File: src/rtl/ammo_pkg.sv
// Shared definitions for the ammo supply path: reloader state encoding, the
// default ammo width, and the saturating-add / three-way-minimum helpers that
// the weapon counter also uses.
package ammo_pkg;

    // Default width of every ammo quantity (rounds), weapon and reserve alike.
    localparam int AMMO_N = 9;

    // Reloader sequencing: wait out the reload delay, then move rounds in chunks.
    typedef enum logic [1:0] {
        IDLE     = 2'd0,
        PREP     = 2'd1,
        TRANSFER = 2'd2,
        DONE     = 2'd3
    } reload_state_t;

    // Unsigned add clamped to limit. The sum is formed one bit wider so a
    // carry out can never wrap back under the limit.
    function automatic logic [31:0] sat_add(input logic [31:0] a,
                                            input logic [31:0] b,
                                            input logic [31:0] limit);
        logic [32:0] sum;
        sum = {1'b0, a} + {1'b0, b};
        if (sum > {1'b0, limit}) begin
            return limit;
        end
        return sum[31:0];
    endfunction

    // Smallest of three unsigned quantities.
    function automatic logic [31:0] min3(input logic [31:0] a,
                                         input logic [31:0] b,
                                         input logic [31:0] c);
        logic [31:0] m;
        m = a;
        if (b < m) begin
            m = b;
        end
        if (c < m) begin
            m = c;
        end
        return m;
    endfunction

endpackage

File: src/rtl/ammo_reloader_chunk_calc.sv
// Chunk size for one TRANSFER cycle: never more than CHUNK rounds, never more
// than the reserve holds, never more than the room left in the weapon. Room is
// worked out one bit wider so a weapon_max that drops below the shadow count
// gives zero room instead of a huge wrapped value.
module chunk_calc
    import ammo_pkg::*;
#(
    parameter int N     = AMMO_N,
    parameter int CHUNK = 16
)(
    input  logic [N-1:0] reserve,
    input  logic [N-1:0] shadow,
    input  logic [N-1:0] weapon_max,
    output logic [N-1:0] k
);

    logic [N:0] room;

    // Room left in the weapon, then the three-way minimum.
    always_comb begin
        room = '0;
        if ({1'b0, weapon_max} > {1'b0, shadow}) begin
            room = {1'b0, weapon_max} - {1'b0, shadow};
        end
        k = N'(min3(32'(CHUNK), 32'(reserve), 32'(room)));
    end

endmodule

File: src/rtl/ammo_reloader.sv
// Ammo reloader: keeps a reserve magazine and feeds the weapon counter in
// chunks, each chunk a one-cycle load strobe carrying the new absolute ammo
// value. Firing during a reload aborts it with an error pulse; rounds already
// loaded are kept.
// Optional feature: define AUTO_RELOAD_EN to let the block start a reload on
// its own when the weapon drops below LOW_THRESH (that parameter only exists
// in that build).
module ammo_reloader
    import ammo_pkg::*;
#(
    parameter int N            = AMMO_N,
    parameter int CHUNK        = 16,
    parameter int RELOAD_DELAY = 4
`ifdef AUTO_RELOAD_EN
    ,
    parameter int LOW_THRESH   = 32
`endif
)(
    input  logic         clk,
    input  logic         rst,
    input  logic         store_load,
    input  logic [N-1:0] store_in,
    input  logic         reload_req,
    input  logic         firing,
    input  logic [N-1:0] weapon_ammo,
    input  logic [N-1:0] weapon_max,
    output logic [N-1:0] ammo_out,
    output logic         load,
    output logic         busy,
    output logic         done,
    output logic         error,
    output logic [N-1:0] reserve
);

    // Delay counter is loaded with RELOAD_DELAY-1, so this many bits suffice.
    localparam int DW = (RELOAD_DELAY > 1) ? $clog2(RELOAD_DELAY) : 1;
    localparam logic [31:0] RESERVE_MAX = 32'((2 ** N) - 1);

    reload_state_t state;
    logic [DW-1:0] delay_cnt;
    logic [N-1:0]  shadow;
    logic          rearm_hold;

    logic [N-1:0]  chunk_k;
    logic [N-1:0]  take;
    logic [N-1:0]  reserve_after;
    logic [N-1:0]  store_add;
    logic [N-1:0]  reserve_next;
    logic [N:0]    shadow_sum;
    logic          weapon_full;
    logic          auto_trig;

    chunk_calc #(
        .N     (N),
        .CHUNK (CHUNK)
    ) u_chunk_calc (
        .reserve    (reserve),
        .shadow     (shadow),
        .weapon_max (weapon_max),
        .k          (chunk_k)
    );

`ifdef AUTO_RELOAD_EN
    // Self-started reload when the weapon runs low. An empty reserve simply
    // keeps it from firing, so it never produces an error.
    assign auto_trig = ({1'b0, weapon_ammo} < (N+1)'(LOW_THRESH)) && !firing && (reserve != '0);
`else
    // Only an explicit request can start a reload in this build.
    assign auto_trig = 1'b0;
`endif

    // Rounds actually leaving the reserve this cycle, the resupply amount, and
    // the resulting reserve. The chunk is taken first, so the subtraction can
    // never underflow; only the resupply needs saturating.
    always_comb begin
        take = '0;
        if ((state == TRANSFER) && !firing) begin
            take = chunk_k;
        end
        store_add = '0;
        if (store_load) begin
            store_add = store_in;
        end
        reserve_after = reserve - take;
        reserve_next  = N'(sat_add(32'(reserve_after), 32'(store_add), RESERVE_MAX));
        shadow_sum    = {1'b0, shadow} + {1'b0, chunk_k};
        weapon_full   = {1'b0, weapon_ammo} >= {1'b0, weapon_max};
    end

    // Reload sequencer plus the reserve, shadow and delay registers; every
    // output is registered here so the weapon counter sees clean strobes.
    always_ff @(posedge clk) begin
        if (rst) begin
            state      <= IDLE;
            delay_cnt  <= '0;
            shadow     <= '0;
            rearm_hold <= 1'b0;
            reserve    <= '0;
            ammo_out   <= '0;
            load       <= 1'b0;
            busy       <= 1'b0;
            done       <= 1'b0;
            error      <= 1'b0;
        end else begin
            load    <= 1'b0;
            done    <= 1'b0;
            error   <= 1'b0;
            reserve <= reserve_next;

            case (state)
                IDLE: begin
                    if (rearm_hold) begin
                        rearm_hold <= 1'b0;
                    end else if (reload_req) begin
                        if ((reserve == '0) || firing) begin
                            error <= 1'b1;
                        end else if (!weapon_full) begin
                            shadow    <= weapon_ammo;
                            delay_cnt <= DW'(RELOAD_DELAY - 1);
                            busy      <= 1'b1;
                            state     <= PREP;
                        end
                    end else if (auto_trig && !weapon_full) begin
                        shadow    <= weapon_ammo;
                        delay_cnt <= DW'(RELOAD_DELAY - 1);
                        busy      <= 1'b1;
                        state     <= PREP;
                    end
                end

                PREP: begin
                    if (firing) begin
                        error <= 1'b1;
                        busy  <= 1'b0;
                        state <= IDLE;
                    end else if (delay_cnt == '0) begin
                        state <= TRANSFER;
                    end else begin
                        delay_cnt <= delay_cnt - 1'b1;
                    end
                end

                TRANSFER: begin
                    if (firing) begin
                        error <= 1'b1;
                        busy  <= 1'b0;
                        state <= IDLE;
                    end else begin
                        shadow <= shadow_sum[N-1:0];
                        if (chunk_k != '0) begin
                            ammo_out <= shadow_sum[N-1:0];
                            load     <= 1'b1;
                        end
                        if ((shadow_sum >= {1'b0, weapon_max}) || (reserve_after == '0)) begin
                            busy  <= 1'b0;
                            done  <= 1'b1;
                            state <= DONE;
                        end
                    end
                end

                DONE: begin
                    rearm_hold <= 1'b1;
                    state      <= IDLE;
                end

                default: begin
                    busy  <= 1'b0;
                    state <= IDLE;
                end
            endcase
        end
    end

endmodule

File: config.mk
export PLATFORM = sky130hd
export DESIGN_NAME = ammo_reloader
export DESIGN_NICKNAME = d
export VERILOG_FILES = /design/src/rtl/ammo_pkg.sv /design/src/rtl/ammo_reloader_chunk_calc.sv /design/src/rtl/ammo_reloader.sv
export SDC_FILE = /design/constraint.sdc
export NUM_CORES = 1
export LEC_CHECK = 0
export CAP_MARGIN = 30
export CORE_MARGIN = 1.5
export CORE_UTILIZATION = 38
export CTS_BUF_LIST = sky130_fd_sc_hd__clkbuf_4 sky130_fd_sc_hd__clkbuf_8
export CTS_CLUSTER_DIAMETER = 50
export DETAILED_ROUTE_END_ITERATION = 10
export SYNTH_ARGS = -nofsm -noshare
export SYNTH_HDL_FRONTEND = slang
export SYNTH_HIERARCHICAL = 1
export SYNTH_SLANG_ARGS = --single-unit
export TNS_END_PERCENT = 100
File: constraint.sdc
create_clock -name clk -period 19.4 [get_ports clk]
set_input_delay 3.88 -clock clk [delete_from_list [all_inputs] [get_ports clk]]
set_output_delay 3.88 -clock clk [all_outputs]
set_load 0.01 [all_outputs]
==> PnR_summary.wiki <==
{| class="wikitable"
! Metric !! Value
|-
| Layout Cells excl Fill || ~700
|-
| Total power || slightly above 0.7 mW
|-
| Hold Path Cell Cnt || 2
|-
| Setup violation total in the final timing report || 0
|-
| Wirelength, routed || 10.9 mm
|-
| Register bit count reported by yosys || 36
|-
| Final worst path period need || 11,060 ps
|-
| Highest Clock Rate || 0.0904 GHz
|-
| Setup Crit Path Kind || input port to flop
|-
| Worst Clk Skew || 6.81 ps
|-
| Iteration count of the initial detailed-routing pass || 4
|-
| Relative slew slack || 0.431
|-
| Final HPWL DP || 9.11 mm
|-
| LEAKAGE || 2.06 nW
|-
| Core footprint || approximately 0.010 mm²
|-
| ANT nets after route || 0
|-
| Outcome || finished clean
|-
| Max VDD drop || 0.0000602 V
|-
| Required time reported for the critical path endpoint || 19,580 ps
|-
| Layout cell share with drive strength beyond 1 || 0.0569
|-
| Number of enable flip-flop cells after synthesis || 0
|-
| Slew Limit Fails || 0
|-
| Maximum root-to-sink buffer count || 2
|-
| Kind of end point of the critical path || flop
|-
| Antenna violations before repair || 0
|-
| Worst R2R Path Depth || 26
|-
| Highest-count cells in the layout ignoring fill and taps || 66 x sky130_fd_sc_hd__ha_1, 53 x sky130_fd_sc_hd__clkdlybuf4s50_1, 50 x sky130_fd_sc_hd__nor2_1
|-
| CTS buffer count || 5
|-
| Number of buffer cells added on primary ports || 53
|-
| Met3 track demand over resource || 0.0264
|-
| Pwr dens || 145 mW/mm²
|-
| Starting density of the core || 0.393
|-
| Number of global-route vias before repair || 3,679
|-
| H-tree depth || 2
|-
| Average via count per standard cell || 5.37
|-
| Cell area after placement || 0.00474 mm²
|-
| Antenna Cells || 0
|-
| Most common library cell in the layout ignoring fill and taps || sky130_fd_sc_hd__ha_1
|-
| Worst Path Max Fanout || 9
|-
| Max_cap viols || 0
|-
| Transition time at the pin with the least slew margin || 851 ps
|-
| Floorplan die height || ~110 µm
|-
| Yosys cell types || 67
|-
| RePlAce Congestion || ~0.87
|-
| Overall die area || between 0.01 and 0.015 mm²
|-
| Wirelength per Cell || 15.6 µm
|-
| Total via count in the routed design || around 3,700
|-
| Global Route met1 Usage || 0.277
|-
| Post-CTS Hold Buffers || 0
|-
| Yosys Warn Count || 6
|-
| Hold Path Class || flop to flop
|-
| Inst Count DP || 690
|-
| Overall global routing resource usage || 0.199
|-
| Most used flip-flop cell after synthesis || sky130_fd_sc_hd__dfxtp_1
|-
| TritonCTS clock tree || done
|-
| DRC violation count after routing || 0
|-
| Total non-filler cell area in the finished layout || 0.00485 mm²
|-
| Post-cts repair resize count || 0
|-
| Buffer count from post-CTS setup fixing || 0
|-
| Io pins || 54
|-
| Post-Syn Instances || 507
|-
| Endpoints failing hold || 0
|-
| Final worst-path setup slack || roughly 8300 ps
|-
| Worst hold slack across all endpoints || 483 ps
|-
| Pin count of the biggest net entering global routing || 39
|-
| Row count || 37
|-
| Cell area after synthesis || between 0.004 and 0.005 mm²
|-
| Clock sink count || 36
|-
| Total Negative Setup Slacks || 0 ps
|-
| Die Wd || 106 µm
|-
| RSZ-0062 raised after global routing || no
|-
| Mapped Avg Cell Area || about 8 µm²
|-
| Area Overhead vs Synth || 19.6%
|-
| Clock-pin slew on the worst setup and hold paths || 70 ps
|-
| Async S/R FF share, synth || 0
|-
| Worst Path Arrival || 11,250 ps
|-
| Layout Utilization || 0.470
|-
| Global-route wire length before repair || between 15 and 20 mm
|-
| Count of nets after finishing || about 660
|-
| Most Crowded Layer GR || met2
|-
| Register area share after synthesis || 0.178
|-
| Period utilisation layout || 0.570
|-
| Placement Setup Slack || 8080 ps
|-
| Final global-route overflow total || 0
|-
| DRC marker count from the first detailed-route iteration || 164
|-
| Final-layout fill cell count || 1,021
|-
| Met2 routing resource usage after global routing || 0.321
|-
| CTS root buf || sky130_fd_sc_hd__clkbuf_8
|-
| CP Launch Type || input port
|-
| Skew-Pair Late Insertion Delay || about 300 ps
|}
-- registers in the layout, summed over array words and instances (netlist names) --
| signal | count |
|---|---|
| delay_cnt | 2 |
| busy | 1 |
| rearm_hold | 1 |
| load | 1 |
| shadow | 9 |
| reserve | 9 |
| error | 1 |
| done | 1 |
| state | 2 |
| ammo_out | 9 |
-- synthesized netlist by cell type, types with 8 or more instances --
master                     instances  share of area
sky130_fd_sc_hd__a31oi_1           9          0.014
sky130_fd_sc_hd__nand3_1          12          0.015
sky130_fd_sc_hd__xnor2_1          10          0.022
sky130_fd_sc_hd__xor2_1            8          0.017
sky130_fd_sc_hd__nand2b_1         11          0.017
sky130_fd_sc_hd__and2_1           14          0.022
sky130_fd_sc_hd__mux2i_1          16          0.039
sky130_fd_sc_hd__nor2b_1           8          0.012
sky130_fd_sc_hd__a211oi_1         17          0.031
sky130_fd_sc_hd__nand2_1          33          0.031
sky130_fd_sc_hd__clkbuf_1          8         0.0074
sky130_fd_sc_hd__ha_1             66           0.20
sky130_fd_sc_hd__a21oi_1          28          0.035
sky130_fd_sc_hd__inv_1            47          0.043
sky130_fd_sc_hd__dfxtp_1          36           0.18
sky130_fd_sc_hd__nor3_1           12          0.015
sky130_fd_sc_hd__o21ai_0          19          0.023
sky130_fd_sc_hd__nor2_1           50          0.046
sky130_fd_sc_hd__a21o_1           11          0.020
-- cell type report --
| cell class | instances | area [µm²] | area share |
|---|---|---|---|
| Clock inverter | 3 | 42.5 | 0.00877 |
| Timing Repair Buffer | 55 | 546 | 0.112 |
| Clock buffer | 5 | 68.8 | 0.0142 |
| Multi-Input combinational cell | 416 | 3130 | 0.645 |
| Inverter | 47 | 176 | 0.0364 |
| Tap cell | 136 | 170 | 0.0351 |
| Sequential cell | 36 | 721 | 0.149 |
-- final timing paths --
check                           startpoint                       end  slack [ps]
setup / recovery             weapon_max[0]         busy$_SDFFE_PP0P_        8340
setup reg to reg    shadow[0]$_SDFFE_PP0P_         busy$_SDFFE_PP0P_       12120
hold reg to reg   ammo_out[6]$_SDFFE_PP0P_  ammo_out[6]$_SDFFE_PP0P_         480
hold / removal    ammo_out[6]$_SDFFE_PP0P_  ammo_out[6]$_SDFFE_PP0P_         480
-- per-layer routing --
metal / vias up / routed length, µm
li1: 1936 / -
met1: 1737 / 5500
met2: 62 / 4850
met3: 12 / 414
met4: 0 / 157
met5: - / 0
-- logic make-up (layout without fill, tap and decap cells) --
kind of cell    Yosys count  count (layout)  synth area share
simple gates            176             176             0.231
compound gates          131             131             0.231
fa+ha+maj                70              70             0.223
buf+inv                  58             110            0.0543
flops                    36              36             0.178
xor+xnor                 18              18            0.0389
mux                      17              17            0.0423
other cells               1               4          0.000924
-- critical path, cell delays in order --
cell and delay, ps:
sky130_fd_sc_hd__clkdlybuf4s50_1 480, sky130_fd_sc_hd__inv_1 90, sky130_fd_sc_hd__ha_1 160, sky130_fd_sc_hd__inv_1 50
sky130_fd_sc_hd__fa_1 400, sky130_fd_sc_hd__a21o_1 190, sky130_fd_sc_hd__a211oi_1 550, sky130_fd_sc_hd__a211o_1 430
sky130_fd_sc_hd__a21oi_1 120, sky130_fd_sc_hd__ha_1 340, sky130_fd_sc_hd__nand3_1 110, sky130_fd_sc_hd__nor4_1 470
sky130_fd_sc_hd__a211oi_4 180, sky130_fd_sc_hd__o21a_4 170, sky130_fd_sc_hd__o21ai_0 430, sky130_fd_sc_hd__ha_1 330
sky130_fd_sc_hd__a21oi_1 190, sky130_fd_sc_hd__o22ai_1 160, sky130_fd_sc_hd__a311o_1 400, sky130_fd_sc_hd__xor2_1 270
sky130_fd_sc_hd__ha_1 310, sky130_fd_sc_hd__a211o_1 300, sky130_fd_sc_hd__a21oi_1 110, sky130_fd_sc_hd__o21ai_0 130
sky130_fd_sc_hd__a31oi_1 250, sky130_fd_sc_hd__nand3_1 130, sky130_fd_sc_hd__o211ai_1 250, sky130_fd_sc_hd__mux2_1 350
-- where the power goes --
| group | total (mW) | leakage (nW) | switching (mW) | internal (mW) |
|---|---|---|---|---|
| sequential | 0.114 | 0.295 | 0.0223 | 0.0916 |
| clock | 0.0667 | 0.0541 | 0.0287 | 0.0380 |
| combinational | 0.523 | 1.71 | 0.301 | 0.222 |
| total | 0.704 | 2.06 | 0.352 | 0.352 |
No activity file was read; power rests on OpenSTA's default activity.
